**config.mk**
```make
export PLATFORM = sky130hd
export DESIGN_NAME = panther_cluster_cfg_ctrl
export DESIGN_NICKNAME = d
export VERILOG_FILES = /design/src/rtl/panther_cluster_cfg_ctrl.sv
export SDC_FILE = /design/constraint.sdc
export NUM_CORES = 1
export LEC_CHECK = 0
export ABC_CLOCK_PERIOD_IN_PS = 4500
export CAP_MARGIN = 20
export CORE_AREA = 2 2 281 283
export CTS_CLUSTER_DIAMETER = 150
export DETAILED_ROUTE_END_ITERATION = 8
export DIE_AREA = 0 0 283 285
export SETUP_SLACK_MARGIN = 0.4
export SYNTH_ARGS = -nofsm -noshare
export SYNTH_HDL_FRONTEND = slang
export SYNTH_SLANG_ARGS = --single-unit
export TNS_END_PERCENT = 30
```
**constraint.sdc**
```tcl
create_clock -name clk_i -period 4.5 [get_ports clk_i]
set_input_delay 0.9 -clock clk_i [delete_from_list [all_inputs] [get_ports clk_i]]
set_output_delay 0.9 -clock clk_i [all_outputs]
set_load 0.01 [all_outputs]
```
**src/rtl/panther_cluster_cfg_ctrl.sv**
```systemverilog
// Cluster configuration controller: per-core boot addresses, lockable control,
// staggered fetch-enable release FSM and software event pulses on a req/gnt slave port.
module panther_cluster_cfg_ctrl #(
   parameter int          NB_CORES       = 16,
   parameter logic [31:0] BOOT_ADDR      = 32'h1C000080,
   parameter int          EVNT_WIDTH     = 8,
   parameter int          STAGGER_CYCLES = 4,
   parameter int          ADDR_WIDTH     = 8
) (
   input  logic                     clk_i,
   input  logic                     rst_i,
   input  logic                     req_i,
   input  logic [ADDR_WIDTH-1:0]    add_i,
   input  logic                     we_i,
   input  logic [31:0]              wdata_i,
   input  logic [3:0]               be_i,
   output logic                     gnt_o,
   output logic                     r_valid_o,
   output logic [31:0]              r_rdata_o,
   output logic                     r_opc_o,
   output logic [NB_CORES*32-1:0]   boot_addr_o,
   output logic [NB_CORES-1:0]      fetch_en_o,
   output logic [EVNT_WIDTH-1:0]    evt_o
);

   localparam int IDX_W = $clog2(NB_CORES);
   localparam int CNT_W = (STAGGER_CYCLES > 0) ? $clog2(STAGGER_CYCLES + 1) : 1;
   localparam logic [CNT_W-1:0] CNT_RELOAD = (STAGGER_CYCLES > 0) ? CNT_W'(STAGGER_CYCLES - 1) : '0;

   localparam logic [ADDR_WIDTH-3:0] W_CTRL     = 0;
   localparam logic [ADDR_WIDTH-3:0] W_MASK     = 1;
   localparam logic [ADDR_WIDTH-3:0] W_STATUS   = 2;
   localparam logic [ADDR_WIDTH-3:0] W_EVENT    = 3;
   localparam logic [ADDR_WIDTH-3:0] W_INFO     = 4;
   localparam logic [ADDR_WIDTH-3:0] W_BOOT     = 16;
   localparam logic [ADDR_WIDTH-3:0] W_BOOT_END = ADDR_WIDTH'(16 + NB_CORES) >> 0;

   typedef enum logic {IDLE, STAGGER} state_t;

   state_t                  state_q, state_d;
   logic [CNT_W-1:0]        cnt_q, cnt_d;
   logic [NB_CORES-1:0]     pending_q, pending_d;
   logic [NB_CORES-1:0]     fetch_en_q, fetch_en_d;
   logic [NB_CORES-1:0]     fetch_mask_q;
   logic [31:0]             boot_addr_q [NB_CORES];
   logic                    lock_q;
   logic [EVNT_WIDTH-1:0]   evt_q;
   logic                    r_valid_q, r_opc_q;
   logic [31:0]             r_rdata_q, rdata_d;

   logic [ADDR_WIDTH-3:0]   word;
   logic [IDX_W-1:0]        boot_idx;
   logic is_ctrl, is_mask, is_status, is_event, is_info, is_boot, mapped;
   logic wr, rd, ctrl_wr, start_req, stop_req, busy, err, wr_ok;
   logic do_start, do_stop, lock_set;
   logic [NB_CORES-1:0]     low_mask, low_pend;
   logic                    unused_addr_lsb;

   function automatic logic [31:0] be_merge(input logic [31:0] old_v, input logic [31:0] new_v,
                                            input logic [3:0] be);
      logic [31:0] res;
      for (int b = 0; b < 4; b++) res[8*b +: 8] = be[b] ? new_v[8*b +: 8] : old_v[8*b +: 8];
      return res;
   endfunction

   assign word            = add_i[ADDR_WIDTH-1:2];
   assign unused_addr_lsb = ^add_i[1:0];
   assign boot_idx        = word[IDX_W-1:0];

   assign is_ctrl   = (word == W_CTRL);
   assign is_mask   = (word == W_MASK);
   assign is_status = (word == W_STATUS);
   assign is_event  = (word == W_EVENT);
   assign is_info   = (word == W_INFO);
   assign is_boot   = (word >= W_BOOT) && (word < W_BOOT_END);
   assign mapped    = is_ctrl | is_mask | is_status | is_event | is_info | is_boot;

   assign gnt_o     = req_i;
   assign wr        = req_i & we_i;
   assign rd        = req_i & ~we_i;
   assign busy      = (state_q == STAGGER);
   assign ctrl_wr   = wr & is_ctrl & be_i[0];
   assign start_req = ctrl_wr & wdata_i[1];
   assign stop_req  = ctrl_wr & wdata_i[3];

   // STOP takes precedence, so a START+STOP write while busy is not an error.
   assign err = req_i & (~mapped
                       | (we_i & (is_status | is_info))
                       | (we_i & lock_q & (is_mask | is_boot))
                       | (start_req & ~stop_req & busy));
   assign wr_ok    = wr & ~err;
   assign do_stop  = stop_req;
   assign do_start = start_req & ~stop_req & ~err;
   assign lock_set = ctrl_wr & wdata_i[0] & ~err;

   // Isolate the lowest set bit: that core is the next one released.
   assign low_mask = fetch_mask_q & (-fetch_mask_q);
   assign low_pend = pending_q & (-pending_q);

   always_comb begin
      rdata_d = '0;
      if (rd && !err) begin
         if (is_ctrl)   rdata_d = {29'd0, busy, 1'b0, lock_q};
         if (is_mask)   rdata_d = 32'(fetch_mask_q);
         if (is_status) rdata_d = 32'(fetch_en_q);
         if (is_info)   rdata_d = {8'd0, 8'(STAGGER_CYCLES), 8'(EVNT_WIDTH), 8'(NB_CORES)};
         if (is_boot)   rdata_d = boot_addr_q[boot_idx];
      end
   end

   // NOTE: every output of this block is defaulted first so no path leaves a latch.
   always_comb begin
      state_d    = state_q;
      cnt_d      = cnt_q;
      pending_d  = pending_q;
      fetch_en_d = fetch_en_q;
      case (state_q)
         IDLE: begin
            if (do_start && fetch_mask_q != '0) begin
               if (STAGGER_CYCLES == 0) begin
                  fetch_en_d = fetch_en_q | fetch_mask_q;
               end else begin
                  fetch_en_d = fetch_en_q | low_mask;
                  pending_d  = fetch_mask_q & ~low_mask;
                  cnt_d      = CNT_RELOAD;
                  if ((fetch_mask_q & ~low_mask) != '0) state_d = STAGGER;
               end
            end
         end
         STAGGER: begin
            if (cnt_q == '0) begin
               fetch_en_d = fetch_en_q | low_pend;
               pending_d  = pending_q & ~low_pend;
               cnt_d      = CNT_RELOAD;
               if ((pending_q & ~low_pend) == '0) state_d = IDLE;
            end else begin
               cnt_d = cnt_q - 1'b1;
            end
         end
         default: state_d = IDLE;
      endcase
      if (do_stop) begin
         state_d    = IDLE;
         cnt_d      = '0;
         pending_d  = '0;
         fetch_en_d = '0;
      end
   end

   // NOTE: state registers use non-blocking assignments so all flops update together at the edge.
   always_ff @(posedge clk_i) begin
      if (rst_i) begin
         state_q      <= IDLE;
         cnt_q        <= '0;
         pending_q    <= '0;
         fetch_en_q   <= '0;
         fetch_mask_q <= '0;
         lock_q       <= 1'b0;
         evt_q        <= '0;
         r_valid_q    <= 1'b0;
         r_opc_q      <= 1'b0;
         r_rdata_q    <= '0;
         // NOTE: the boot-address array is deliberately reset; cores boot from it after reset.
         for (int i = 0; i < NB_CORES; i++) boot_addr_q[i] <= BOOT_ADDR;
      end else begin
         state_q    <= state_d;
         cnt_q      <= cnt_d;
         pending_q  <= pending_d;
         fetch_en_q <= fetch_en_d;
         if (lock_set) lock_q <= 1'b1;
         if (wr_ok && is_mask)
            fetch_mask_q <= NB_CORES'(be_merge(32'(fetch_mask_q), wdata_i, be_i));
         if (wr_ok && is_boot)
            boot_addr_q[boot_idx] <= be_merge(boot_addr_q[boot_idx], wdata_i, be_i);
         evt_q     <= (wr_ok && is_event && be_i[0]) ? wdata_i[EVNT_WIDTH-1:0] : '0;
         r_valid_q <= req_i;
         r_opc_q   <= err;
         r_rdata_q <= rdata_d;
      end
   end

   for (genvar g = 0; g < NB_CORES; g++) begin : g_boot
      assign boot_addr_o[32*g +: 32] = boot_addr_q[g];
   end

   assign fetch_en_o = fetch_en_q;
   assign evt_o      = evt_q;
   assign r_valid_o  = r_valid_q;
   assign r_opc_o    = r_opc_q;
   assign r_rdata_o  = r_rdata_q;

endmodule
```
==> results.cfg, run 1 <==
[run_status]
status = finished, final reports clean

[power_and_ir_drop]
power_mw = 13.3
peakVddDrop_mv = 0.246
powerDensity_nw_per_um2 = 361
p_leak_nw = 12.4

[final_layout]
fillers = 6867
n_antenna_cell = 0
final_area_sq_um = 36900
syn2layout_area_growth_pct = 37.3
num-nets-final = 2581
drive_gt1_share_pct = 18.2

[hold_path]
hold_end = cnt_q[0]
min_from = cnt_q[0]
min_path_cells = 1
hold_path_class = reg -> reg

[drt]
viasPerCell = 5.58
drc = 0
antenna_left = 0
via_count = 20300
drt_iter0_markers = 2521
wl_um = 117000
dr.pass1.iters = 7
wl_per_cell_um = 32.2

[synthesis]
synthCells = 1899
synth.top_cell.area_share_pct = 57.2
synthFlopType = edfxtp_1
yosys.area.top_type = edfxtp_1
ys_seq_area_share_pct = 64.3
synth_edf_count = 512
synth_common_cells = 512 x edfxtp_1, 498 x nor2_1, 160 x mux4_2
synth_most_common_cell = edfxtp_1
yosys_warnings = 0
synth_area_sq_um = 26900
syn-num-nets = 1949
syn_area_per_cell_sq_um = 14.1
async_reset_ff_share_pct = 0
ys_seq_elements = 606
yosysUniqueCellTypes = 63
synthTopCellsByArea = edfxtp_1 57%, mux4_2 13%, dfxtp_1 7.0%

[timing]
rsz0062_at_grt = no
clock.fmax_mhz = 266
finalMaxSlewViolations = 0
whs_ps = 484
finalClockSkew_ps = 29.6
hold_violations = 0
tightest_slew_ps = 1150
fin_crit_sh_pct = 83.5
slew_headroom_pct = 23.1
timing.final.crit_period_ps = 3760
finalSetupViolCount = 0
fin_setup_tns_ps = 0

[critical_path]
r2r_setup_slack_ps = 1170
cp_max_fo = 18
cp-end-kind = register
worst-path-buf-inv = 2
path_class = in -> reg
worstRegToRegCells = 6
worstPathCellList = clkdlybuf4s50_1, or4_4, nor4_4, a211o_1, nor2_1, nand4_1, nand2b_2, buf_12
crit_arrival_ps = 4060
crit_slowest_cell = clkdlybuf4s50_1
reg2reg_from = fetch_mask_q[7]
max_stage_delay_ps = 660
crit_family = simple AND/OR/NAND/NOR gates
cp.required_ps = 4800
critPathLaunchType = input pin
r2r_end = pending_q[12]

[clocking]
holdBufCountCts = 0
path_clk_slew_ps = 60
cts_tree = built
htreeDepth = 3
clk_latency_ps = 630
clk_path_buf_depth = 3
cts_resized = 0
postCtsSetupRepairBufs = 0
cts_root_buffer = clkbuf_16
cts_buffers = 68
cts.sinks = 606

[job]
drv_cap = 0

[place]
gp_congestion = 0.939
postPlaceCellArea_sq_um = 34600
place_hpwl_um = 80800
port_buffers = 616

[die]
start_util_pct = 34.4
dieArea_sq_um = 80700
core_area_sq_um = 78000
die_x_um = 283
die_h_um = 285
top_level_ports = 619
std_cell_rows = 103

[grt]
grt-ovfl-total = 0
grt_max_degree = 53
first_global_vias = 20600
grt_usage_pct = 28.3
antenna_found_initial = 3
grt_pass1_wl_um = 160000
## worst max path at each step
stage	from	end	slack, ps	depth (start not counted)
2_1_floorplan	add_i[4]	boot_addr_q[12][0]	720	9
3_3_place_gp	add_i[5]	boot_addr_q[8][15]	170	7
3_5_place_dp	add_i[5]	boot_addr_q[8][14]	150	7
4_1_cts	add_i[5]	boot_addr_q[8][8]	800	7
5_1_grt	add_i[7]	boot_addr_q[8][9]	640	8
6_report	add_i[7]	boot_addr_q[8][9]	740	8
## flip-flops by register name (all words and copies together), names as in the netlist
name	count
boot_addr_q	512
r_rdata_o	32
fetch_en_o	16
fetch_mask_q	16
pending_q	15
evt_o	8
cnt_q	3
busy	1
lock_q	1
r_opc_o	1
r_valid_o	1
## cells by family after synthesis
family / synth area share [%]
AND/OR/NAND/NOR: 12.6
flip-flops: 64.3
multiplexers: 16.4
buffers and inverters: 3.18
AO/OA/AOI/OAI: 3.26
adder cells (fa/ha/maj): 0.205
XOR/XNOR: 0.0326
## where the power goes
part | internal, mW | switching [mW] | leakage [nW]
clock | 3.23 | 2.35 | 1.09
sequential | 6.21 | 0.111 | 5.81
combinational | 0.594 | 0.805 | 5.51
## layout make-up
cell class / instances / area [sq um] / area share (%)
sequential: 606 / 17300 / 46.8
multi-input combinational: 1117 / 8840 / 24.0
timing repair buffer: 730 / 7200 / 19.5
clock buffer: 94 / 1870 / 5.07
tap: 1050 / 1310 / 3.56
clock inverter: 30 / 354 / 0.960
inverter: 8 / 31.3 / 0.0848
## cell usage in the layout (no fill, tap or decap), types with 8 or more instances in the layout
cell               n
a21oi_1           39
a22oi_1           13
and2_1            25
buf_12            14
buf_4            101
clkbuf_1          19
clkbuf_16         69
clkdlybuf4s50_1  613
clkinv_2          13
dfxtp_1           94
edfxtp_1         512
mux2i_1           20
mux2i_2            8
mux2i_4           22
mux4_2           160
nand2_1           75
nand2b_1          20
nand2b_2          16
nand3_1           31
nand4_1           10
nor2_1           497
nor2_2            20
nor3_1            12
nor4_1            10
o21ai_0           17
o2bb2ai_1         14
## through the flow
step                setup slack (ps)  std cells  utilization [%]
floorplan                        716       1899                -
global placement                 166       3511             44.4
detailed placement               146       3511             44.4
CTS                              804       3635             47.3
global route                     636       3635             47.3
finish                           741       3635             47.3
## metal layers
metal | track usage [%] | routed length, um | share of wire, %
met4 | 11.7 | 5010 | 4.3
met3 | 8.44 | 12800 | 11
met1 | 35.4 | 43400 | 37
met5 | 0 | 19 | 0.016
met2 | 45.8 | 55700 | 48
(Power assumes the default switching activity.)
==> run 2: changes to the inputs <==
--- a/config.mk
+++ b/config.mk
@@ -5,7 +5,7 @@
 export SDC_FILE = /design/constraint.sdc
 export NUM_CORES = 1
 export LEC_CHECK = 0
-export ABC_CLOCK_PERIOD_IN_PS = 4500
+export ABC_CLOCK_PERIOD_IN_PS = 3600
 export CAP_MARGIN = 20
 export CORE_AREA = 2 2 281 283
 export CTS_CLUSTER_DIAMETER = 150
==> constraint.sdc (replaced) <==
create_clock -name clk_i -period 3.6 [get_ports clk_i]
set_input_delay 0.72 -clock clk_i [delete_from_list [all_inputs] [get_ports clk_i]]
set_output_delay 0.72 -clock clk_i [all_outputs]
set_load 0.01 [all_outputs]
==> results.cfg, run 2 (synthesized netlist as in run 1, its figures left out) <==
[die]
top_level_ports = 619
core_area_sq_um = 78000
start_util_pct = 34.4
die_h_um = 285
std_cell_rows = 103
dieArea_sq_um = 80700
die_x_um = 283

[final_layout]
final_common_cell = clkdlybuf4s50_1
num-nets-final = 2640
drive_gt1_share_pct = 20.3
final_cell_mix = 613 x clkdlybuf4s50_1, 512 x edfxtp_1, 496 x nor2_1, 160 x mux4_2, 118 x buf_4
final_area_sq_um = 38000
largest_reg_flops = 512
syn2layout_area_growth_pct = 41.6
largest_register = boot_addr_q

[grt]
grt_pass1_wl_um = 157000
grt_max_degree = 72
grt-ovfl-total = 0
grt_usage_pct = 27.7
first_global_vias = 20400
antenna_found_initial = 3

[timing]
tightest_slew_ps = 1050
hold_violations = 0
clock.fmax_mhz = 329
fin_ws_ps = 564
timing.final.crit_period_ps = 3040
finalSetupViolCount = 0
fin_setup_tns_ps = 0
slew_headroom_pct = 30.2
fin_crit_sh_pct = 84.3
whs_ps = 483
finalClockSkew_ps = 31.2
finalMaxSlewViolations = 0
rsz0062_at_grt = no

[clocking]
htreeDepth = 3
cts_resized = 0
clk_path_buf_depth = 3
holdBufCountCts = 0
postCtsSetupRepairBufs = 0
path_clk_slew_ps = 60
cts_root_buffer = clkbuf_16
cts.sinks = 606
cts_buffers = 69
cts_tree = built
clk_latency_ps = 630

[hold_path]
min_from = pending_q[15]
hold_path_class = reg -> reg

[power_and_ir_drop]
powerDensity_nw_per_um2 = 452
sequentialPowerShare_pct = 46.0
clkPwrFrac_pct = 43.2
power.switching_mw = 4.25
internal-power_mw = 12.9
netSwitchingFraction_pct = 24.7
peakVddDrop_mv = 0.396
comb_power_share_pct = 10.8
p_leak_nw = 13.0

[drt]
antenna_left = 0
wl_um = 115000
via_count = 20500
drc = 0
viasPerCell = 5.54
dr.pass1.iters = 5
drt_iter0_markers = 2891
wl_per_cell_um = 31.1

[place]
place_hpwl_um = 81200
gp_congestion = 0.910
pre_cts_ws_ps = -184
postPlaceCellArea_sq_um = 35600
port_buffers = 616

[run_status]
status = finished, final reports clean

[critical_path]
reg2reg_from = fetch_mask_q[0]
critPathLaunchType = input pin
cp-end-kind = register
cp.required_ps = 3890
startpoint = add_i[7]
crit_arrival_ps = 3330
path_class = in -> reg
cp_max_fo = 21

[job]
drv_cap = 0
[run 2: changes by cell type in the layout (fill, tap and decap cells not counted), sizes merged]
cell,change
buf,+58
clkbuf,-9
clkinv,+7
bufinv,+4
clkinvlp,+3
inv,-2
diode,+1
[run 2: power groups by stage]
stage / Combinational, mW / Clock (mW) / Sequential, mW
after global routing: 1.92 / 7.78 / 7.92
after CTS: 1.85 / 7.51 / 7.91
final: 1.86 / 7.43 / 7.92
after global placement: 1.83 / 0 / 8.05
after detailed placement: 1.84 / 0 / 8.06
after floorplan: 0.737 / 0 / 8.09
[run 2: final timing paths]
check	end	slack [ps]	cells past startpoint
min	pending_q[15]	480	2
max reg2reg	pending_q[12]	850	7
min reg2reg	pending_q[15]	480	2
max	boot_addr_q[9][31]	560	8
[run 2: routing by layer]
layer	wire length (um)	track usage, %	up-vias	part of all wire [%]
met1	44300	35.7	10500	39
met5	13	0	-	0.011
met2	54300	44.5	1346	47
met4	4140	9.96	2	3.6
met3	12200	8.02	216	11
li1	-	-	8420	-
[run 2: cell type report]
class                           instances  area [sq um]
Timing Repair Buffer                  788          8150
Sequential cell                       606         17300
Inverter                                8          31.3
Multi-Input combinational cell       1117          8860
Tap cell                             1050          1310
Antenna cell                            1          2.50
Clock inverter                         42           598
Fill cell                            6708         39900
Clock buffer                           85          1830
[run 2: per-stage QoR]
| stage | total power, mW | std cells | utilization [%] |
|---|---|---|---|
| 6_report | 17.2 | 3697 | 48.8 |
| 5_1_grt | 17.6 | 3697 | 48.8 |
| 4_1_cts | 17.3 | 3696 | 48.8 |
| 3_5_place_dp | 9.90 | 3569 | 45.7 |
| 3_3_place_gp | 9.88 | 3567 | 45.6 |
| 2_1_floorplan | 8.83 | 1899 | - |
[run 2: worst max-delay path, stage by stage]
cell,delay (ps)
clkdlybuf4s50_1,560
or4_4,180
nor4_4,50
a211o_1,400
nor2_2,410
nand4_1,440
nand2b_2,270
buf_12,270
